### config.mk
export PLATFORM = sky130hd
export DESIGN_NAME = execute_stage_flat
export DESIGN_NICKNAME = d
export VERILOG_FILES = /design/src/rtl/y86_pkg.sv /design/src/rtl/execute_stage_if.sv /design/src/rtl/y86_alu.sv /design/src/rtl/execute_stage.sv /design/src/flat_wrapper.sv
export SDC_FILE = /design/constraint.sdc
export NUM_CORES = 1
export LEC_CHECK = 0
export ABC_AREA = 1
export ABC_CLOCK_PERIOD_IN_PS = 8850
export BUFFER_PORTS_ARGS = -buffer_cell sky130_fd_sc_hd__buf_2
export CAP_MARGIN = 5
export CORE_MARGIN = 10
export CORE_UTILIZATION = 50
export CTS_BUF_LIST = sky130_fd_sc_hd__clkbuf_8
export DETAILED_ROUTE_END_ITERATION = 12
export GPL_TIMING_DRIVEN = 0
export PLACE_DENSITY_LB_ADDON = 0.25
export SETUP_SLACK_MARGIN = 0.3
export SYNTH_ARGS = -nofsm -noshare
export SYNTH_HDL_FRONTEND = slang
export SYNTH_HIERARCHICAL = 1
export SYNTH_SLANG_ARGS = --single-unit
export TNS_END_PERCENT = 50
### constraint.sdc
create_clock -name clk -period 8.85 [get_ports clk]
set_clock_uncertainty 0.15 [all_clocks]
set_input_delay 0.4425 -clock clk [delete_from_list [all_inputs] [get_ports clk]]
set_output_delay 0.4425 -clock clk [all_outputs]
set_load 0.01 [all_outputs]
### src/rtl/y86_pkg.sv
// Shared Y86-64 encodings for the execute stage: icodes, ALU/condition function codes,
// one-hot status values, bubble contents and the branch/cmov condition evaluator.
package y86_pkg;

  localparam logic [3:0] I_HALT   = 4'h0;
  localparam logic [3:0] I_NOP    = 4'h1;
  localparam logic [3:0] I_CMOVXX = 4'h2;
  localparam logic [3:0] I_IRMOVQ = 4'h3;
  localparam logic [3:0] I_RMMOVQ = 4'h4;
  localparam logic [3:0] I_MRMOVQ = 4'h5;
  localparam logic [3:0] I_OPQ    = 4'h6;
  localparam logic [3:0] I_JXX    = 4'h7;
  localparam logic [3:0] I_CALL   = 4'h8;
  localparam logic [3:0] I_RET    = 4'h9;
  localparam logic [3:0] I_PUSHQ  = 4'hA;
  localparam logic [3:0] I_POPQ   = 4'hB;

  typedef enum logic [1:0] {
    ALU_ADD = 2'd0,
    ALU_SUB = 2'd1,
    ALU_AND = 2'd2,
    ALU_XOR = 2'd3
  } alu_op_t;

  localparam logic [3:0] F_ADD = 4'h0;
  localparam logic [3:0] F_SUB = 4'h1;
  localparam logic [3:0] F_AND = 4'h2;
  localparam logic [3:0] F_XOR = 4'h3;

  localparam logic [3:0] C_YES = 4'h0;
  localparam logic [3:0] C_LE  = 4'h1;
  localparam logic [3:0] C_L   = 4'h2;
  localparam logic [3:0] C_E   = 4'h3;
  localparam logic [3:0] C_NE  = 4'h4;
  localparam logic [3:0] C_GE  = 4'h5;
  localparam logic [3:0] C_G   = 4'h6;

  localparam logic [3:0] STAT_AOK = 4'b1000;
  localparam logic [3:0] STAT_HLT = 4'b0100;
  localparam logic [3:0] STAT_ADR = 4'b0010;
  localparam logic [3:0] STAT_INS = 4'b0001;

  localparam logic [3:0] REG_NONE = 4'hF;

  localparam logic [3:0] BUBBLE_STAT  = STAT_AOK;
  localparam logic [3:0] BUBBLE_ICODE = I_NOP;
  localparam logic       BUBBLE_CND   = 1'b0;
  localparam logic [3:0] BUBBLE_DEST  = REG_NONE;

  // CC is packed {ZF, SF, OF}.
  function automatic logic cond_eval(input logic [3:0] ifun, input logic [2:0] cc);
    logic zf, sf, of;
    {zf, sf, of} = cc;
    case (ifun)
      C_YES:   return 1'b1;
      C_LE:    return (sf ^ of) | zf;
      C_L:     return sf ^ of;
      C_E:     return zf;
      C_NE:    return ~zf;
      C_GE:    return ~(sf ^ of);
      C_G:     return ~(sf ^ of) & ~zf;
      default: return 1'b0;
    endcase
  endfunction

endpackage

### src/rtl/execute_stage_if.sv
// E/M pipeline bundle seen by the execute stage; the stage is the slave, the surrounding
// pipeline (decode/memory/writeback control) is the master.
interface execute_stage_if #(parameter int WORD_W = 64);
  logic [3:0]        E_stat;
  logic [3:0]        E_icode;
  logic [3:0]        E_ifun;
  logic [WORD_W-1:0] E_valC;
  logic [WORD_W-1:0] E_valA;
  logic [WORD_W-1:0] E_valB;
  logic [3:0]        E_destE;
  logic [3:0]        E_destM;
  logic [3:0]        m_stat;
  logic [3:0]        W_stat;
  logic              M_bubble;
  logic [WORD_W-1:0] e_valE;
  logic [3:0]        e_destE;
  logic              e_Cnd;
  logic [3:0]        M_stat;
  logic [3:0]        M_icode;
  logic              M_Cnd;
  logic [WORD_W-1:0] M_valE;
  logic [WORD_W-1:0] M_valA;
  logic [3:0]        M_destE;
  logic [3:0]        M_destM;

  modport master (
    output E_stat, E_icode, E_ifun, E_valC, E_valA, E_valB, E_destE, E_destM,
    output m_stat, W_stat, M_bubble,
    input  e_valE, e_destE, e_Cnd,
    input  M_stat, M_icode, M_Cnd, M_valE, M_valA, M_destE, M_destM
  );

  modport slave (
    input  E_stat, E_icode, E_ifun, E_valC, E_valA, E_valB, E_destE, E_destM,
    input  m_stat, W_stat, M_bubble,
    output e_valE, e_destE, e_Cnd,
    output M_stat, M_icode, M_Cnd, M_valE, M_valA, M_destE, M_destM
  );
endinterface

### src/rtl/y86_alu.sv
// Combinational Y86-64 ALU: computes aluB op aluA and the ZF/SF/OF flags of that result.
module y86_alu
  import y86_pkg::*;
#(
  parameter int WORD_W = 64
) (
  input  logic [WORD_W-1:0] aluA,
  input  logic [WORD_W-1:0] aluB,
  input  alu_op_t           op,
  output logic [WORD_W-1:0] result,
  output logic              zf,
  output logic              sf,
  output logic              of
);

  always_comb begin
    result = '0;
    of     = 1'b0;
    case (op)
      ALU_ADD: begin
        result = aluB + aluA;
        of     = (aluA[WORD_W-1] == aluB[WORD_W-1]) && (result[WORD_W-1] != aluB[WORD_W-1]);
      end
      ALU_SUB: begin
        result = aluB - aluA;
        of     = (aluA[WORD_W-1] != aluB[WORD_W-1]) && (result[WORD_W-1] != aluB[WORD_W-1]);
      end
      ALU_AND: result = aluB & aluA;
      ALU_XOR: result = aluB ^ aluA;
      default: result = aluB + aluA;
    endcase
    zf = (result == '0);
    sf = result[WORD_W-1];
  end

endmodule

### src/rtl/execute_stage.sv
// Y86-64 execute stage: ALU, condition codes, jXX/cmovXX evaluation and the M register.
// Optional EXECUTE_PERF_CNT_EN adds retired-instruction and taken-branch counters.
module execute_stage
  import y86_pkg::*;
#(
  parameter int WORD_W     = 64,
  parameter int STACK_STEP = 8
) (
  input  logic             clk,
  input  logic             rst_n,
  execute_stage_if.slave   bus
`ifdef EXECUTE_PERF_CNT_EN
  ,
  output logic [31:0]      perf_insn,
  output logic [31:0]      perf_taken
`endif
);

  logic [WORD_W-1:0] alu_a, alu_b, alu_result;
  logic              alu_zf, alu_sf, alu_of;
  alu_op_t           alu_op;
  logic [2:0]        cc_reg;
  logic              cc_update;
  logic              cnd;
  logic [3:0]        dest_e;

  logic [3:0]        m_stat_reg, m_icode_reg, m_dest_e_reg, m_dest_m_reg;
  logic              m_cnd_reg;
  logic [WORD_W-1:0] m_val_e_reg, m_val_a_reg;

  always_comb begin
    alu_a = '0;
    alu_b = '0;
    case (bus.E_icode)
      I_CMOVXX, I_OPQ:            alu_a = bus.E_valA;
      I_IRMOVQ, I_RMMOVQ, I_MRMOVQ: alu_a = bus.E_valC;
      I_CALL, I_PUSHQ:            alu_a = '0 - WORD_W'(STACK_STEP);
      I_RET, I_POPQ:              alu_a = WORD_W'(STACK_STEP);
      default:                    alu_a = '0;
    endcase
    case (bus.E_icode)
      I_RMMOVQ, I_MRMOVQ, I_OPQ, I_CALL, I_RET, I_PUSHQ, I_POPQ: alu_b = bus.E_valB;
      default:                                                   alu_b = '0;
    endcase
  end

  // Undefined OPq function codes fall back to add rather than being flagged here.
  assign alu_op = (bus.E_icode == I_OPQ && bus.E_ifun[3:2] == 2'b00)
                  ? alu_op_t'(bus.E_ifun[1:0]) : ALU_ADD;

  y86_alu #(.WORD_W(WORD_W)) u_alu (
    .aluA   (alu_a),
    .aluB   (alu_b),
    .op     (alu_op),
    .result (alu_result),
    .zf     (alu_zf),
    .sf     (alu_sf),
    .of     (alu_of)
  );

  // Any non-AOK status in E, M or W freezes CC so a faulting instruction leaves no trace.
  assign cc_update = (bus.E_icode == I_OPQ) && (bus.E_stat == STAT_AOK)
                     && (bus.m_stat == STAT_AOK) && (bus.W_stat == STAT_AOK);

  assign cnd    = (bus.E_icode == I_CMOVXX || bus.E_icode == I_JXX)
                  ? cond_eval(bus.E_ifun, cc_reg) : 1'b0;
  assign dest_e = (bus.E_icode == I_CMOVXX && !cnd) ? REG_NONE : bus.E_destE;

  assign bus.e_valE  = alu_result;
  assign bus.e_destE = dest_e;
  assign bus.e_Cnd   = cnd;

  always_ff @(posedge clk) begin
    if (!rst_n) begin
      cc_reg <= 3'b100;
    end else if (cc_update) begin
      cc_reg <= {alu_zf, alu_sf, alu_of};
    end
  end

  always_ff @(posedge clk) begin
    if (!rst_n || bus.M_bubble) begin
      m_stat_reg   <= BUBBLE_STAT;
      m_icode_reg  <= BUBBLE_ICODE;
      m_cnd_reg    <= BUBBLE_CND;
      m_val_e_reg  <= '0;
      m_val_a_reg  <= '0;
      m_dest_e_reg <= BUBBLE_DEST;
      m_dest_m_reg <= BUBBLE_DEST;
    end else begin
      m_stat_reg   <= bus.E_stat;
      m_icode_reg  <= bus.E_icode;
      m_cnd_reg    <= cnd;
      m_val_e_reg  <= alu_result;
      m_val_a_reg  <= bus.E_valA;
      m_dest_e_reg <= dest_e;
      m_dest_m_reg <= bus.E_destM;
    end
  end

  assign bus.M_stat  = m_stat_reg;
  assign bus.M_icode = m_icode_reg;
  assign bus.M_Cnd   = m_cnd_reg;
  assign bus.M_valE  = m_val_e_reg;
  assign bus.M_valA  = m_val_a_reg;
  assign bus.M_destE = m_dest_e_reg;
  assign bus.M_destM = m_dest_m_reg;

`ifdef EXECUTE_PERF_CNT_EN
  logic [31:0] perf_insn_reg, perf_taken_reg;

  always_ff @(posedge clk) begin
    if (!rst_n) begin
      perf_insn_reg  <= '0;
      perf_taken_reg <= '0;
    end else if (!bus.M_bubble) begin
      if (bus.E_icode != I_NOP)
        perf_insn_reg <= perf_insn_reg + 32'd1;
      if (bus.E_icode == I_JXX && cnd)
        perf_taken_reg <= perf_taken_reg + 32'd1;
    end
  end

  assign perf_insn  = perf_insn_reg;
  assign perf_taken = perf_taken_reg;
`endif

endmodule

### src/flat_wrapper.sv
// flat-port wrapper written by rule: the top's interface ports become plain ports
module execute_stage_flat import y86_pkg::*;
#(
  parameter int WORD_W     = 64,
  parameter int STACK_STEP = 8
)
  (clk, rst_n, bus_E_stat, bus_E_icode, bus_E_ifun, bus_E_valC, bus_E_valA, bus_E_valB, bus_E_destE, bus_E_destM, bus_m_stat, bus_W_stat, bus_M_bubble, bus_e_valE, bus_e_destE, bus_e_Cnd, bus_M_stat, bus_M_icode, bus_M_Cnd, bus_M_valE, bus_M_valA, bus_M_destE, bus_M_destM);
  execute_stage_if #(.WORD_W(WORD_W)) bus_i ();
  input  logic clk;
  input  logic rst_n;
  input wire logic [$bits(bus_i.E_stat)-1:0] bus_E_stat;
  input wire logic [$bits(bus_i.E_icode)-1:0] bus_E_icode;
  input wire logic [$bits(bus_i.E_ifun)-1:0] bus_E_ifun;
  input wire logic [$bits(bus_i.E_valC)-1:0] bus_E_valC;
  input wire logic [$bits(bus_i.E_valA)-1:0] bus_E_valA;
  input wire logic [$bits(bus_i.E_valB)-1:0] bus_E_valB;
  input wire logic [$bits(bus_i.E_destE)-1:0] bus_E_destE;
  input wire logic [$bits(bus_i.E_destM)-1:0] bus_E_destM;
  input wire logic [$bits(bus_i.m_stat)-1:0] bus_m_stat;
  input wire logic [$bits(bus_i.W_stat)-1:0] bus_W_stat;
  input wire logic [$bits(bus_i.M_bubble)-1:0] bus_M_bubble;
  output wire logic [$bits(bus_i.e_valE)-1:0] bus_e_valE;
  output wire logic [$bits(bus_i.e_destE)-1:0] bus_e_destE;
  output wire logic [$bits(bus_i.e_Cnd)-1:0] bus_e_Cnd;
  output wire logic [$bits(bus_i.M_stat)-1:0] bus_M_stat;
  output wire logic [$bits(bus_i.M_icode)-1:0] bus_M_icode;
  output wire logic [$bits(bus_i.M_Cnd)-1:0] bus_M_Cnd;
  output wire logic [$bits(bus_i.M_valE)-1:0] bus_M_valE;
  output wire logic [$bits(bus_i.M_valA)-1:0] bus_M_valA;
  output wire logic [$bits(bus_i.M_destE)-1:0] bus_M_destE;
  output wire logic [$bits(bus_i.M_destM)-1:0] bus_M_destM;
  assign bus_i.E_stat = bus_E_stat;
  assign bus_i.E_icode = bus_E_icode;
  assign bus_i.E_ifun = bus_E_ifun;
  assign bus_i.E_valC = bus_E_valC;
  assign bus_i.E_valA = bus_E_valA;
  assign bus_i.E_valB = bus_E_valB;
  assign bus_i.E_destE = bus_E_destE;
  assign bus_i.E_destM = bus_E_destM;
  assign bus_i.m_stat = bus_m_stat;
  assign bus_i.W_stat = bus_W_stat;
  assign bus_i.M_bubble = bus_M_bubble;
  assign bus_e_valE = bus_i.e_valE;
  assign bus_e_destE = bus_i.e_destE;
  assign bus_e_Cnd = bus_i.e_Cnd;
  assign bus_M_stat = bus_i.M_stat;
  assign bus_M_icode = bus_i.M_icode;
  assign bus_M_Cnd = bus_i.M_Cnd;
  assign bus_M_valE = bus_i.M_valE;
  assign bus_M_valA = bus_i.M_valA;
  assign bus_M_destE = bus_i.M_destE;
  assign bus_M_destM = bus_i.M_destM;
  execute_stage #(.WORD_W(WORD_W), .STACK_STEP(STACK_STEP)) u_core (.clk(clk), .rst_n(rst_n), .bus(bus_i));
endmodule
==> reports/qor.txt <==
Area Growth Syn to Fin - 18.74%
Share of layout cells above drive strength 1 - 15.34%
Skew-Pair Late Insertion Delay - 0.52 ns
Worst-Margin Slew - 1.346 ns
Async SR Flop Fraction - 0%
HP Start - bus_E_valA[28]
Largest net degree at the start of global routing - 17
Port buffer count - 436
Dpl hpwl - 82.55 mm
Final setup violation count - 0
CTS tree - done
CTS Buf Count - 17
Root Driver - clkbuf_8
R2R depth - 7
Die Span Y - 217.4 um
Starting Density - 50.52%
Worst-path clk slew - 0.10 ns
First-pass iteration count of the detailed router - 9
Yosys cell types - 45
Clock Path Buffers - 2
I/O Pins - 437
Unrepaired setup endpoints after global routing - false
Critical path class - input pin to flop
Routed vias - 25,630
CP startpoint kind - input pin
Worst R2R End - u_core/bus.M_destE[3]
Post-synthesis sequential area ratio - 15.21%
Syn Std Cell Area - 19,480 sq um
Status - finished, final reports clean
Max-cap viol count - 0
Die area - 47,250 sq um
H-tree depth - 4
R2R Path Start - u_core/cc_reg[0]
Synth Flop Type - dfxtp_1
DP Worst Slack - 3.136 ns
Global-route wire length before repair - 139.2 mm
Placed cell count - 4,672
Crit path from - bus_E_icode[1]
Gr ovfl total - 0
Routability congestion estimate - 1.085
Worst vdd rail ir drop - 0.1112 mV
Worst hold margin - 0.02631 ns
Mapped Nets - 4,071
Synthesized flop and latch total - 148
CP endpoint kind - flop
Core area - 38,560 sq um
DRC Markers - 0
LEAKAGE - 14.03 nW
Core Util, Final - 59.99%
P per Cell Area - 121.4 nW/um^2
Wirelength, routed - 95.95 mm
Most frequent cells in the layout - nand2_1 (1,030), inv_1 (876), nor2_1 (527), buf_2 (519), nand3_1 (350)
Flop-to-flop setup slack - 7.52 ns
Nets - 4,571
Avg Inst Size Synth - 5.239 sq um
Min Clock Period, post-route - 5.615 ns
CP max FO - 10
CP arrival - 5.93 ns
Initial DRC count - 3,505
Fin. Hold Viols - 0
Final non-filler cell total - 4,751
Initial antenna violation count - 1
GRT Resource Usage Total - 38.74%
Vias in the first global route - 23,210
Synth warn - 6
Die X - 217.4 um
Via-per-instance ratio - 5.394
Filler Cell Count - 4,201
Rows - 72
Final Cycle Share - 63.45%
Final ANT Viol Nets - 0
Commonest non-fill, non-tap cell in the layout - nand2_1
F_max - 178.1 MHz
Clock Sinks - 148
Worst setup margin - 3.235 ns
Worst path required time - 9.16 ns
WL per Instance - 20.20 um
Worst Hold Class - input pin to flop
# Post-CTS Setup Buffers - 0
Post-synth EDFFs - 0
TNS Setup - 0 ns
Slew margin rel. - 10.27%
Max-slew violations - 0
Worst setup path end - u_core/cc_reg[2]
Cell count after synthesis - 3,718
==> worst max-delay path: stages <==
cell,delay (ns)
buf_2,0.12
inv_1,0.06
nor2_1,0.17
nand2_1,0.37
o21ai_0,0.77
ha_1,0.43
inv_1,0.09
fa_1,0.43
inv_1,0.18
nand3_1,0.11
nand3_2,0.14
nand2_1,0.08
nand2_1,0.16
nand2_1,0.09
nand2_1,0.13
nand2_1,0.12
nand2_1,0.15
nand2_1,0.06
nand2_1,0.06
nor2_1,0.07
nor2_1,0.33
nand3_1,0.20
nor2_1,0.21
nand3_1,0.11
nor2_1,0.52
nand3_1,0.19
nand3_1,0.12
==> cell usage after synthesis (all sizes together) (14+ instances only) <==
master / n / area, sq um
inv: 879 / 3299
o211ai: 62 / 465.5
nand2: 1049 / 3985
o21ai: 83 / 415.4
a21oi: 150 / 765.7
nand3: 360 / 1852
buf: 120 / 723.2
o21bai: 14 / 105.1
dfxtp: 148 / 2963
nand4: 42 / 262.8
o22ai: 47 / 294.0
nor3: 20 / 115.1
nor2: 551 / 2148
ha: 128 / 1602
==> per-layer routing <==
metal	vias to the layer above	track usage, %	share of wire, %
li1	12300	-	-
met4	2	14.12	3.9
met3	194	11.75	15
met5	-	0	0.014
met2	1746	58.60	42
met1	11390	50.89	39
==> worst min path at each step <==
| stage | depth (start not counted) | slack, ns | to |
|---|---|---|---|
| 2_1_floorplan | 2 | 0.30 | u_core/cc_reg[2] |
| 3_3_place_gp | 2 | 0.32 | u_core/cc_reg[2] |
| 3_5_place_dp | 2 | 0.33 | u_core/cc_reg[2] |
| 4_1_cts | 3 | 0.002 | u_core/bus.M_valA[15] |
| 5_1_grt | 3 | 0.03 | u_core/bus.M_valA[55] |
| 6_report | 3 | 0.03 | u_core/bus.M_valA[28] |
==> where the power goes <==
group / switching, W / internal, W / total [W]
clock: 0.000312 / 0.000209 / 0.000521
sequential: 0.00000739 / 0.000700 / 0.000708
combinational: 0.00110 / 0.000478 / 0.00158
total: 0.00142 / 0.00139 / 0.00281
==> area by class of cell <==
type / count / area, sq um / share of cell area, %
inverters: 880 / 3303 / 14.28
flip-flops and latches: 148 / 2963 / 12.81
repair buffers: 481 / 2633 / 11.38
plain buffers: 127 / 749.5 / 3.240
multi-input cells: 2563 / 12460 / 53.88
clock buffers: 18 / 247.7 / 1.071
diodes: 2 / 5.005 / 0.02164
clock inverters: 14 / 117.6 / 0.5085
well taps: 518 / 648.1 / 2.802
==> metrics by stage <==
| step | power (W) | area, sq um |
|---|---|---|
| detailed placement | 0.002219 | 22310 |
| CTS | 0.002751 | 23120 |
| finish | 0.002808 | 23130 |
| global route | 0.002980 | 23120 |
| global placement | 0.002210 | 22310 |
| floorplan | 0.001684 | 19480 |
==> cell families (layout without fill, tap and decap cells) <==
logic type                 Yosys count  in the layout  share of synthesized area, %
and+or+nand+nor                   2051           2051                         43.97
buffers and inverters             1007           1520                         20.81
AOI/OAI and AO/OA                  378            378                         11.41
DFF                                148            148                         15.21
adders and majority gates          130            130                         8.428
xor gates and xnor gates             4              4                        0.1799
other                                0              2                             0
==> what timing repair did <==
action / CTS / global route
hold endpoints to repair: 43 / 0
gates resized for setup: 0 / 0
hold buffers: 45 / 0
Power figures use the tool's default switching activity.
